--- src/rtl/riscv_fetch_pkg.sv ---
// Shared constants and the prefetch queue entry type for the RV32I fetch stage.
package riscv_fetch_pkg;

  localparam int XLEN = 32;
  localparam logic [XLEN-1:0] PC_STEP  = 32'd4;
  localparam logic [XLEN-1:0] INST_NOP = 32'h0000_0013;

  typedef struct packed {
    logic [XLEN-1:0] pc;
    logic [XLEN-1:0] inst;
  } fetch_entry_t;

  // Instruction addresses are word aligned; the low two bits are dropped.
  function automatic logic [XLEN-1:0] align_pc(input logic [XLEN-1:0] addr);
    return {addr[XLEN-1:2], 2'b00};
  endfunction

endpackage

--- src/rtl/sync_fifo.sv ---
// Register-based synchronous FIFO with flush; the head is read straight from
// storage so there is no combinational path from push to the output.
module sync_fifo #(
  parameter int               WIDTH       = 64,
  parameter int               DEPTH       = 4,
  parameter logic [WIDTH-1:0] RESET_VALUE = '0,
  localparam int              AW          = $clog2(DEPTH),
  localparam int              CW          = AW + 1
) (
  input  logic             clk,
  input  logic             rst,
  input  logic             flush,
  input  logic             push,
  input  logic [WIDTH-1:0] push_data,
  input  logic             pop,
  output logic [WIDTH-1:0] head,
  output logic             empty,
  output logic [CW-1:0]    count
);

  logic [WIDTH-1:0] mem [DEPTH];
  logic [AW-1:0]    rd_ptr;
  logic [AW-1:0]    wr_ptr;
  logic             full;
  logic             do_push;
  logic             do_pop;

  assign empty   = (count == '0);
  assign full    = (count == CW'(DEPTH));
  assign do_pop  = pop && !empty;
  assign do_push = push && (!full || do_pop);
  assign head    = mem[rd_ptr];

  // Flush has priority over any push or pop issued in the same cycle.
  always_ff @(posedge clk) begin
    if (rst) begin
      rd_ptr <= '0;
      wr_ptr <= '0;
      count  <= '0;
      for (int i = 0; i < DEPTH; i++) mem[i] <= RESET_VALUE;
    end else if (flush) begin
      rd_ptr <= '0;
      wr_ptr <= '0;
      count  <= '0;
    end else begin
      if (do_push) begin
        mem[wr_ptr] <= push_data;
        wr_ptr      <= wr_ptr + 1'b1;
      end
      if (do_pop) rd_ptr <= rd_ptr + 1'b1;
      case ({do_push, do_pop})
        2'b10:   count <= count + 1'b1;
        2'b01:   count <= count - 1'b1;
        default: count <= count;
      endcase
    end
  end

endmodule

--- src/rtl/fetch_unit.sv ---
// In-order instruction fetch: PC generation, credit-limited memory requests,
// prefetch queue toward the datapath, and redirect with stale-response drop.
module fetch_unit
  import riscv_fetch_pkg::*;
#(
  parameter logic [XLEN-1:0] RESET_PC = 32'h0000_0000,
  parameter int              DEPTH    = 4
) (
  input  logic            clk,
  input  logic            rst,
  output logic            imem_req_valid,
  input  logic            imem_req_ready,
  output logic [XLEN-1:0] imem_req_addr,
  input  logic            imem_resp_valid,
  input  logic [XLEN-1:0] imem_resp_data,
  output logic            inst_valid,
  input  logic            inst_ready,
  output logic [XLEN-1:0] inst,
  output logic [XLEN-1:0] inst_pc,
  input  logic            redirect_valid,
  input  logic [XLEN-1:0] redirect_pc
);

  localparam int CW = $clog2(DEPTH) + 1;
  localparam fetch_entry_t RESET_ENTRY = '{pc: RESET_PC, inst: INST_NOP};

  // Handshakes: a transfer happens in any cycle where valid && ready at the
  // rising edge; valid never depends on ready, and once raised the offered
  // request/instruction stays put until accepted (redirect/reset excepted).

  logic [XLEN-1:0] fetch_pc;
  logic [XLEN-1:0] resp_pc;
  logic [CW-1:0]   outstanding;
  logic [CW-1:0]   drop;
  logic [CW-1:0]   q_count;
  logic [CW:0]     credit_used;
  logic            req_fire;
  logic            resp_keep;
  logic            q_empty;
  logic            q_pop;
  fetch_entry_t    q_in;
  fetch_entry_t    q_head;

  // Queued plus in-flight words never exceed DEPTH, so a response always has room.
  assign credit_used    = {1'b0, q_count} + {1'b0, outstanding};
  assign imem_req_valid = !rst && !redirect_valid && (credit_used < (CW+1)'(DEPTH));
  assign imem_req_addr  = fetch_pc;
  assign req_fire       = imem_req_valid && imem_req_ready;

  assign resp_keep = imem_resp_valid && (drop == '0) && !redirect_valid;
  assign q_in      = '{pc: resp_pc, inst: imem_resp_data};

  assign inst_valid = !rst && !q_empty;
  assign inst       = rst ? INST_NOP : q_head.inst;
  assign inst_pc    = rst ? RESET_PC : q_head.pc;
  assign q_pop      = inst_valid && inst_ready;

  always_ff @(posedge clk) begin
    if (rst) begin
      fetch_pc    <= RESET_PC;
      resp_pc     <= RESET_PC;
      outstanding <= '0;
      drop        <= '0;
    end else begin
      outstanding <= outstanding + CW'(req_fire) - CW'(imem_resp_valid);
      if (redirect_valid) begin
        // Every word still in flight belongs to the old path.
        fetch_pc <= align_pc(redirect_pc);
        resp_pc  <= align_pc(redirect_pc);
        drop     <= outstanding - CW'(imem_resp_valid);
      end else begin
        if (req_fire) fetch_pc <= fetch_pc + PC_STEP;
        if (resp_keep) resp_pc <= resp_pc + PC_STEP;
        else if (imem_resp_valid) drop <= drop - 1'b1;
      end
    end
  end

  sync_fifo #(
    .WIDTH      ($bits(fetch_entry_t)),
    .DEPTH      (DEPTH),
    .RESET_VALUE(RESET_ENTRY)
  ) u_queue (
    .clk      (clk),
    .rst      (rst),
    .flush    (redirect_valid),
    .push     (resp_keep),
    .push_data(q_in),
    .pop      (q_pop),
    .head     (q_head),
    .empty    (q_empty),
    .count    (q_count)
  );

endmodule

--- config.mk ---
export PLATFORM = sky130hd
export DESIGN_NAME = fetch_unit
export DESIGN_NICKNAME = d
export VERILOG_FILES = /design/src/rtl/riscv_fetch_pkg.sv /design/src/rtl/sync_fifo.sv /design/src/rtl/fetch_unit.sv
export SDC_FILE = /design/constraint.sdc
export NUM_CORES = 1
export LEC_CHECK = 0
export ABC_AREA = 1
export BUFFER_PORTS_ARGS = -buffer_cell sky130_fd_sc_hd__buf_2
export CORE_MARGIN = 3
export CORE_UTILIZATION = 50
export CTS_BUF_LIST = sky130_fd_sc_hd__clkbuf_2
export DETAILED_ROUTE_END_ITERATION = 10
export PLACE_DENSITY = 0.72
export REMOVE_ABC_BUFFERS = 1
export SYNTH_ARGS = -nofsm -noshare
export SYNTH_HDL_FRONTEND = slang
export SYNTH_SLANG_ARGS = --single-unit
export TNS_END_PERCENT = 30
--- constraint.sdc ---
create_clock -name clk -period 6 [get_ports clk]
set_input_delay 0.6 -clock clk [delete_from_list [all_inputs] [get_ports clk]]
set_output_delay 0.6 -clock clk [all_outputs]
set_load 0.005 [all_outputs]
==> run_results.csv, run 1 <==
group,metric,value,unit
synthesis,ys_types,39,
flow_run,max-cap-violations,0,
setup_path,max_stage_delay,770,ps
detailed_routing,ant_nets,0,
setup_path,cp-end-kind,"output port",
setup_path,regToRegEndpoint,"u_queue.mem[2][50]",
global_routing,grt_pass1_vias,13200,
power,power_leakage,7.852,nW
synthesis,syn_area,16090,µm²
clocking,cts_setup_buffers,0,
global_routing,met2_usage,0.4087,
sta,fin_skew,96.53,ps
detailed_routing,wl,42.27,mm
detailed_routing,dr.pass1.iters,6,
global_routing,grt_max_degree,79,
synthesis,synth_top_area_frac,0.4628,
sta,timing.fmax,0.2456,GHz
detailed_routing,drt_iter0_drc,1114,
sta,hold_viol,0,
synthesis,ys_seq_area_frac,0.5561,
global_routing,use_met3,0.04438,
final_layout,area.sequential,8954,µm²
sta,fin_crit_sh,0.6786,
global_routing,use_met1,0.3224,
floorplan,pin_count,168,
synthesis,ys_warn_count,0,
clocking,cts_inserted_buffers,85,
setup_path,crit_end,"inst_pc[22]",
clocking,cts_max_path_buffers,3,
clocking,cts_root_buf,"clkbuf_2",
sta,maxSlewHeadroom,0.2652,
setup_path,path_depth,5,
global_routing,antenna_found_initial,1,
final_layout,synthToLayoutAreaGrowth,12.60,%
sta,setup_viol,0,
setup_path,critPathBufInv,3,
clocking,cts.reportedPaths.clkPinSlew,90,ps
setup_path,worstRegToRegCells,12,
global_routing,grt_most_used_layer,"met2",
global_routing,grt_usage,0.2447,
global_routing,grt_pass1_wl,66.54,mm
floorplan,die_y,185.4,µm
sta,period_needed,4072,ps
sta,worst_pin_slew,1098,ps
final_layout,fill_cells,2922,
clocking,cts_resized,0,
synthesis,avgSynthCellArea,8.482,µm²
clocking,cts.sinks,323,
floorplan,coreArea,31640,µm²
sta,rsz0062_at_grt,"no",
final_layout,layout.nets,2173,
synthesis,netlist_instances,1897,
setup_path,r2r_start,"drop[0]",
sta,slew_viol_final,0,
floorplan,initial_core_util,0.5086,
setup_path,cp_top_family,"buffers and inverters",
floorplan,die_w,185.4,µm
power,p_per_area,252.3,nW/µm²
global_routing,gr-total-overflow,0,
placement,dp_hpwl,25.26,mm
setup_path,cp_max_fo,64,
placement,globalplace.congestion,0.9589,
setup_path,critPathArrivalTime,3470,ps
setup_path,critPathLaunchType,"register",
outcome,status,"completed",
synthesis,ys_top_cells_by_area,"edfxtp_1, nor2_1, dfxtp_1, nand2_1, o21ai_0",
setup_path,path_cells,"inv_2 -> buf_4 -> o21ai_0 -> a21oi_1 -> buf_2",
setup_path,crit_type,"register to output port",
detailed_routing,detail_route.wl_per_cell,16.58,µm
placement,io_buffer_count,161,
worst_hold_path,hold_path.class,"input pin to register",
clocking,cts_tree,"yes",
detailed_routing,vias,13670,
synthesis,synth-seq-cells,323,
floorplan,rows,65,
setup_path,crit_slowest_cell,"inv_2",
setup_path,r2r_slack,2750,ps
final_layout,multiInputGateArea,6107,µm²
sta,hold_slack,63.92,ps
power,ir_worst_vdd,0.0001262,V
clocking,insertion_delay,930,ps
detailed_routing,vias_per_cell,5.364,
setup_path,critPathRequiredTime,5400,ps
floorplan,dieArea,34370,µm²
final_layout,drive_gt1_frac,0.1785,
synthesis,yosysTopAreaCell,"edfxtp_1",
final_layout,post-route-util,0.5727,
detailed_routing,drc,0,
clocking,cts_max_level,3,
## power by group
group	internal, mW	switching (mW)	total, mW	leakage, nW
Clock	0.568	0.904	1.47	0.570
Combinational	0.168	0.329	0.497	4.13
Sequential	2.52	0.0783	2.60	3.15
Total	3.26	1.31	4.57	7.85
## layout by cell type (no fill, tap or decap), drive strengths merged, types with 3 or more instances in the layout
cell type,Yosys,layout
nor2,537,537
nand2,299,299
edfxtp,248,248
o21ai,190,190
buf,27,182
inv,157,162
clkbuf,76,127
a21oi,119,119
dfxtp,75,75
nand3,73,73
dlygate4sd3,0,25
nor3,19,19
a31oi,13,13
clkinv,3,13
xor2,12,12
ha,10,10
nand4,8,8
nand3b,6,6
o211ai,5,5
or2,4,4
conb,1,4
o221ai,3,3
o21bai,3,3
xnor2,3,3
## tightest hold or removal path, delay by kind of cell
kind                   cells  cell delay [ps]
buffers and inverters      1              120
and+or+nand+nor            2              140
## synthesized netlist by cell type, drive strengths merged
master and instances:
edfxtp 248, nand3b 6, nand4 8, buf 27, o31ai 2, xor2 12, o211ai 5, nor3 19
clkbuf 76, fa 2, o21bai 3, a31oi 13, o21ai 190, nand3 73, clkinv 3, inv 157
xnor2 3, or2 4, a211oi 1, o221ai 3, conb 1, nand2 299, o21a 1, dfxtp 75
nor2 537, a21oi 119, ha 10
## sequential cells by signal, summed over array words and instances, names as in the netlist, named ones only
name            flops
u_queue.rd_ptr      2
resp_pc            30
u_queue.mem       248
u_queue.count       3
imem_req_addr      30
u_queue.wr_ptr      2
outstanding         3
drop                3
## stage by stage
| step | setup slack, ps | TNS, ps | power, mW | instance area, µm² | cells |
|---|---|---|---|---|---|
| 6_report | 1928 | 0 | 4.571 | 18120 | 2549 |
| 5_1_grt | 1672 | 0 | 4.812 | 18120 | 2549 |
| 4_1_cts | 1842 | 0 | 4.611 | 18120 | 2548 |
| 3_5_place_dp | 2406 | 0 | 3.135 | 17140 | 2381 |
| 3_3_place_gp | 2439 | 0 | 3.118 | 17140 | 2381 |
| 2_1_floorplan | -891.9 | -163410 | 2.925 | 15620 | 1797 |
## per-layer routing
metal / part of all wire / vias up
met5: 0 / -
met4: 0.019 / 0
met3: 0.078 / 64
met2: 0.48 / 548
met1: 0.42 / 6394
li1: - / 6666
## area by class of cell
cell class                 instances  share of cell area
tap                              402             0.02776
multi-input combinational       1314              0.3371
clock inverter                    15            0.004834
clock buffer                     127             0.03508
sequential                       323              0.4942
inverter                         160             0.03315
antenna                            1           0.0001381
timing repair buffer             207             0.06781
## how the worst min path moves through the flow
stage,start,end,cells after the start
after floorplan,u_queue.rd_ptr[1],register,1
after global placement,u_queue.rd_ptr[1],register,1
after detailed placement,u_queue.rd_ptr[1],register,1
after CTS,redirect_pc[21],resp_pc[21],3
after global routing,imem_resp_data[10],u_queue.mem[1][10],3
final,imem_resp_data[10],u_queue.mem[1][10],3
## cell families (layout without fill, tap and decap cells)
family,count (synthesis),count (layout),synth area share
other cells,1,5,0.0002331
xor+xnor,15,15,0.008165
compound gates,337,337,0.1086
fa+ha+maj,12,12,0.01026
simple gates,946,946,0.2491
buf+inv,263,509,0.06742
flops,323,323,0.5561
## what timing repair did
item	in CTS	in global routing
setup endpoints to repair	0	0
hold endpoints to repair	78	0
hold buffers	25	0
Power figures use the tool's default switching activity.
==> inputs of run 2 (changes only) <==
--- a/config.mk
+++ b/config.mk
@@ -5,13 +5,13 @@
 export SDC_FILE = /design/constraint.sdc
 export NUM_CORES = 1
 export LEC_CHECK = 0
-export ABC_AREA = 1
+export ABC_AREA = 0
 export BUFFER_PORTS_ARGS = -buffer_cell sky130_fd_sc_hd__buf_2
 export CORE_MARGIN = 3
 export CORE_UTILIZATION = 50
 export CTS_BUF_LIST = sky130_fd_sc_hd__clkbuf_2
 export DETAILED_ROUTE_END_ITERATION = 10
-export PLACE_DENSITY = 0.72
+export PLACE_DENSITY = 0.7
 export REMOVE_ABC_BUFFERS = 1
 export SYNTH_ARGS = -nofsm -noshare
 export SYNTH_HDL_FRONTEND = slang
==> constraint.sdc (replaced) <==
create_clock -name clk -period 3.8 [get_ports clk]
set_input_delay 0.38 -clock clk [delete_from_list [all_inputs] [get_ports clk]]
set_output_delay 0.38 -clock clk [all_outputs]
set_load 0.005 [all_outputs]
==> run_results.csv, run 2 <==
group,metric,value,unit
outcome,status,"completed",
floorplan,die_w,180.1,µm
synthesis,syn_area,15150,µm²
synthesis,avgSynthCellArea,13.00,µm²
synthesis,synth_edf_count,248,
clocking,cts_max_level,3,
final_layout,regMostFlops,"u_queue.mem",
sta,period_needed,3236,ps
synthesis,yosysMostFrequentCell,"edfxtp_1",
global_routing,grt_pass1_vias,10660,
synthesis,synthArstFlopShare,0,
power,p_per_area,407.1,nW/µm²
clocking,cts_resized,0,
global_routing,grt_pass1_wl,58.10,mm
floorplan,pin_count,168,
detailed_routing,drc,0,
sta,setup_viol,0,
synthesis,ys.flop_type,"edfxtp_1",
global_routing,grt_usage,0.2262,
global_routing,gr-total-overflow,0,
clocking,cts.sinks,323,
final_layout,drive_gt1_frac,0.2717,
synthesis,yosysTopAreaCell,"edfxtp_1",
detailed_routing,drt_iter0_drc,779,
setup_path,crit_type,"register to output port",
clocking,cts_root_buf,"clkbuf_2",
setup_path,critPathRequiredTime,3420,ps
sta,rsz0062_at_grt,"no",
setup_path,cp-end-kind,"output port",
final_layout,instances_no_fill,1874,
detailed_routing,vias_per_cell,5.480,
final_layout,fill_cells,2400,
clocking,cts_setup_buffers,0,
clocking,cts_tree,"yes",
floorplan,die_y,180.1,µm
sta,timing.fmax,0.3091,GHz
detailed_routing,dr.pass1.iters,5,
final_layout,final_cell_mix,"edfxtp_1, and2_1, buf_2",
synthesis,ys_top_cells_by_area,"edfxtp_1, dfxtp_1, mux4_2, and2_1, and3_1",
placement,dp_hpwl,22.11,mm
synthesis,synth-seq-cells,323,
detailed_routing,detail_route.wl_per_cell,19.63,µm
final_layout,layout.nets,1498,
final_layout,fin_area,17830,µm²
synthesis,netlist_instances,1165,
synthesis,synth_commonest_cells,"edfxtp_1, and2_1, dfxtp_1",
floorplan,dieArea,32420,µm²
setup_path,critPathLaunchType,"register",
setup_path,cp_max_fo,23,
final_layout,synthToLayoutAreaGrowth,17.69,%
final_layout,area.sequential,8954,µm²
detailed_routing,wl,36.78,mm
synthesis,ys_seq_area_frac,0.5907,
clocking,cts_inserted_buffers,82,
detailed_routing,vias,10270,
power,power_leakage,7.100,nW
placement,dp_cells,1656,
sta,fin_crit_sh,0.8515,
sta,maxSlewHeadroom,0.2833,
clocking,insertion_delay,910,ps
final_layout,largest_reg_flops,248,
placement,dpl-instance-area,16390,µm²
floorplan,initial_core_util,0.5097,
placement,io_buffer_count,161,
final_layout,post-route-util,0.5999,
synthesis,synth_top_area_frac,0.4916,
clocking,cts.reportedPaths.clkPinSlew,110,ps
power,ir_worst_vdd,0.0002075,V
clocking,cts_max_path_buffers,3,
flow_run,max-cap-violations,0,
floorplan,coreArea,29720,µm²
final_layout,layout_commonest_cell,"edfxtp_1",
final_layout,multiInputGateArea,5773,µm²
sta,worst_slack,564.3,ps
floorplan,rows,63,
power,total_power,7.258,mW
sta,hold_viol,0,
placement,dp_slack,716.1,ps
worst_hold_path,hold_path.class,"input pin to register",
placement,globalplace.congestion,0.8002,
setup_path,critPathArrivalTime,2860,ps
global_routing,antenna_found_initial,2,
sta,slew_viol_final,0,
global_routing,grt_max_degree,91,
sta,finalSetupTns,0,ps
sta,hold_slack,102.0,ps
sta,fin_skew,102.9,ps
synthesis,ys_types,53,
sta,worst_pin_slew,1075,ps
synthesis,ys_warn_count,0,
detailed_routing,ant_nets,0,
[run 2: metal layers]
| layer | part of all wire | vias to the layer above | track usage | wire, µm |
|---|---|---|---|---|
| li1 | - | 4792 | - | - |
| met1 | 0.42 | 5035 | 0.2998 | 15600 |
| met2 | 0.49 | 381 | 0.3788 | 18020 |
| met3 | 0.068 | 60 | 0.04986 | 2502 |
| met4 | 0.017 | 2 | 0.06663 | 643 |
| met5 | 0.00035 | - | 0 | 13 |
[run 2: worst paths after layout]
check / from / end / slack [ps] / cells after the start
max: register / inst_pc[17] / 560 / 4
min: inst_ready / register / 100 / 5
max reg2reg: u_queue.count[2] / outstanding[2] / 650 / 12
min reg2reg: u_queue.rd_ptr[0] / register / 540 / 2
[run 2: power breakdown]
group	switching, mW	internal [mW]
sequential	0.129	3.99
combinational	0.396	0.350
clock	1.43	0.969
total	1.95	5.31
[run 2: repair_timing]
action                                  4_1_cts  5_1_grt
endpoints found under the setup margin        0        0
hold endpoints to repair                    190        3
hold buffers                                 65        1
[run 2: worst max-delay path, cell delays in order, from the launching register on]
cell,delay (ps)
dfxtp_4,710
buf_4,380
mux4_2,580
nor2b_1,150
buf_2,150
[run 2: kinds of logic (layout without fill, tap and decap cells)]
kind of cell / after synthesis / in the layout / share of synthesized area
AOI/OAI and AO/OA: 112 / 112 / 0.04964
DFF: 323 / 323 / 0.5907
xor gates and xnor gates: 59 / 59 / 0.03411
muxes: 63 / 63 / 0.09292
adders and majority gates: 12 / 12 / 0.01090
buffers and inverters: 121 / 436 / 0.03213
other: 1 / 5 / 0.0002476
and+or+nand+nor: 474 / 474 / 0.1893
[run 2: final cells by class]
| cell class | count | area share |
|---|---|---|
| flip-flops and latches | 323 | 0.5022 |
| multi-input cells | 724 | 0.3238 |
| repair buffers | 249 | 0.09516 |
| clock buffers | 127 | 0.03565 |
| well taps | 390 | 0.02737 |
| clock inverters | 24 | 0.008071 |
| inverters | 36 | 0.007580 |
| diodes | 1 | 0.0001404 |
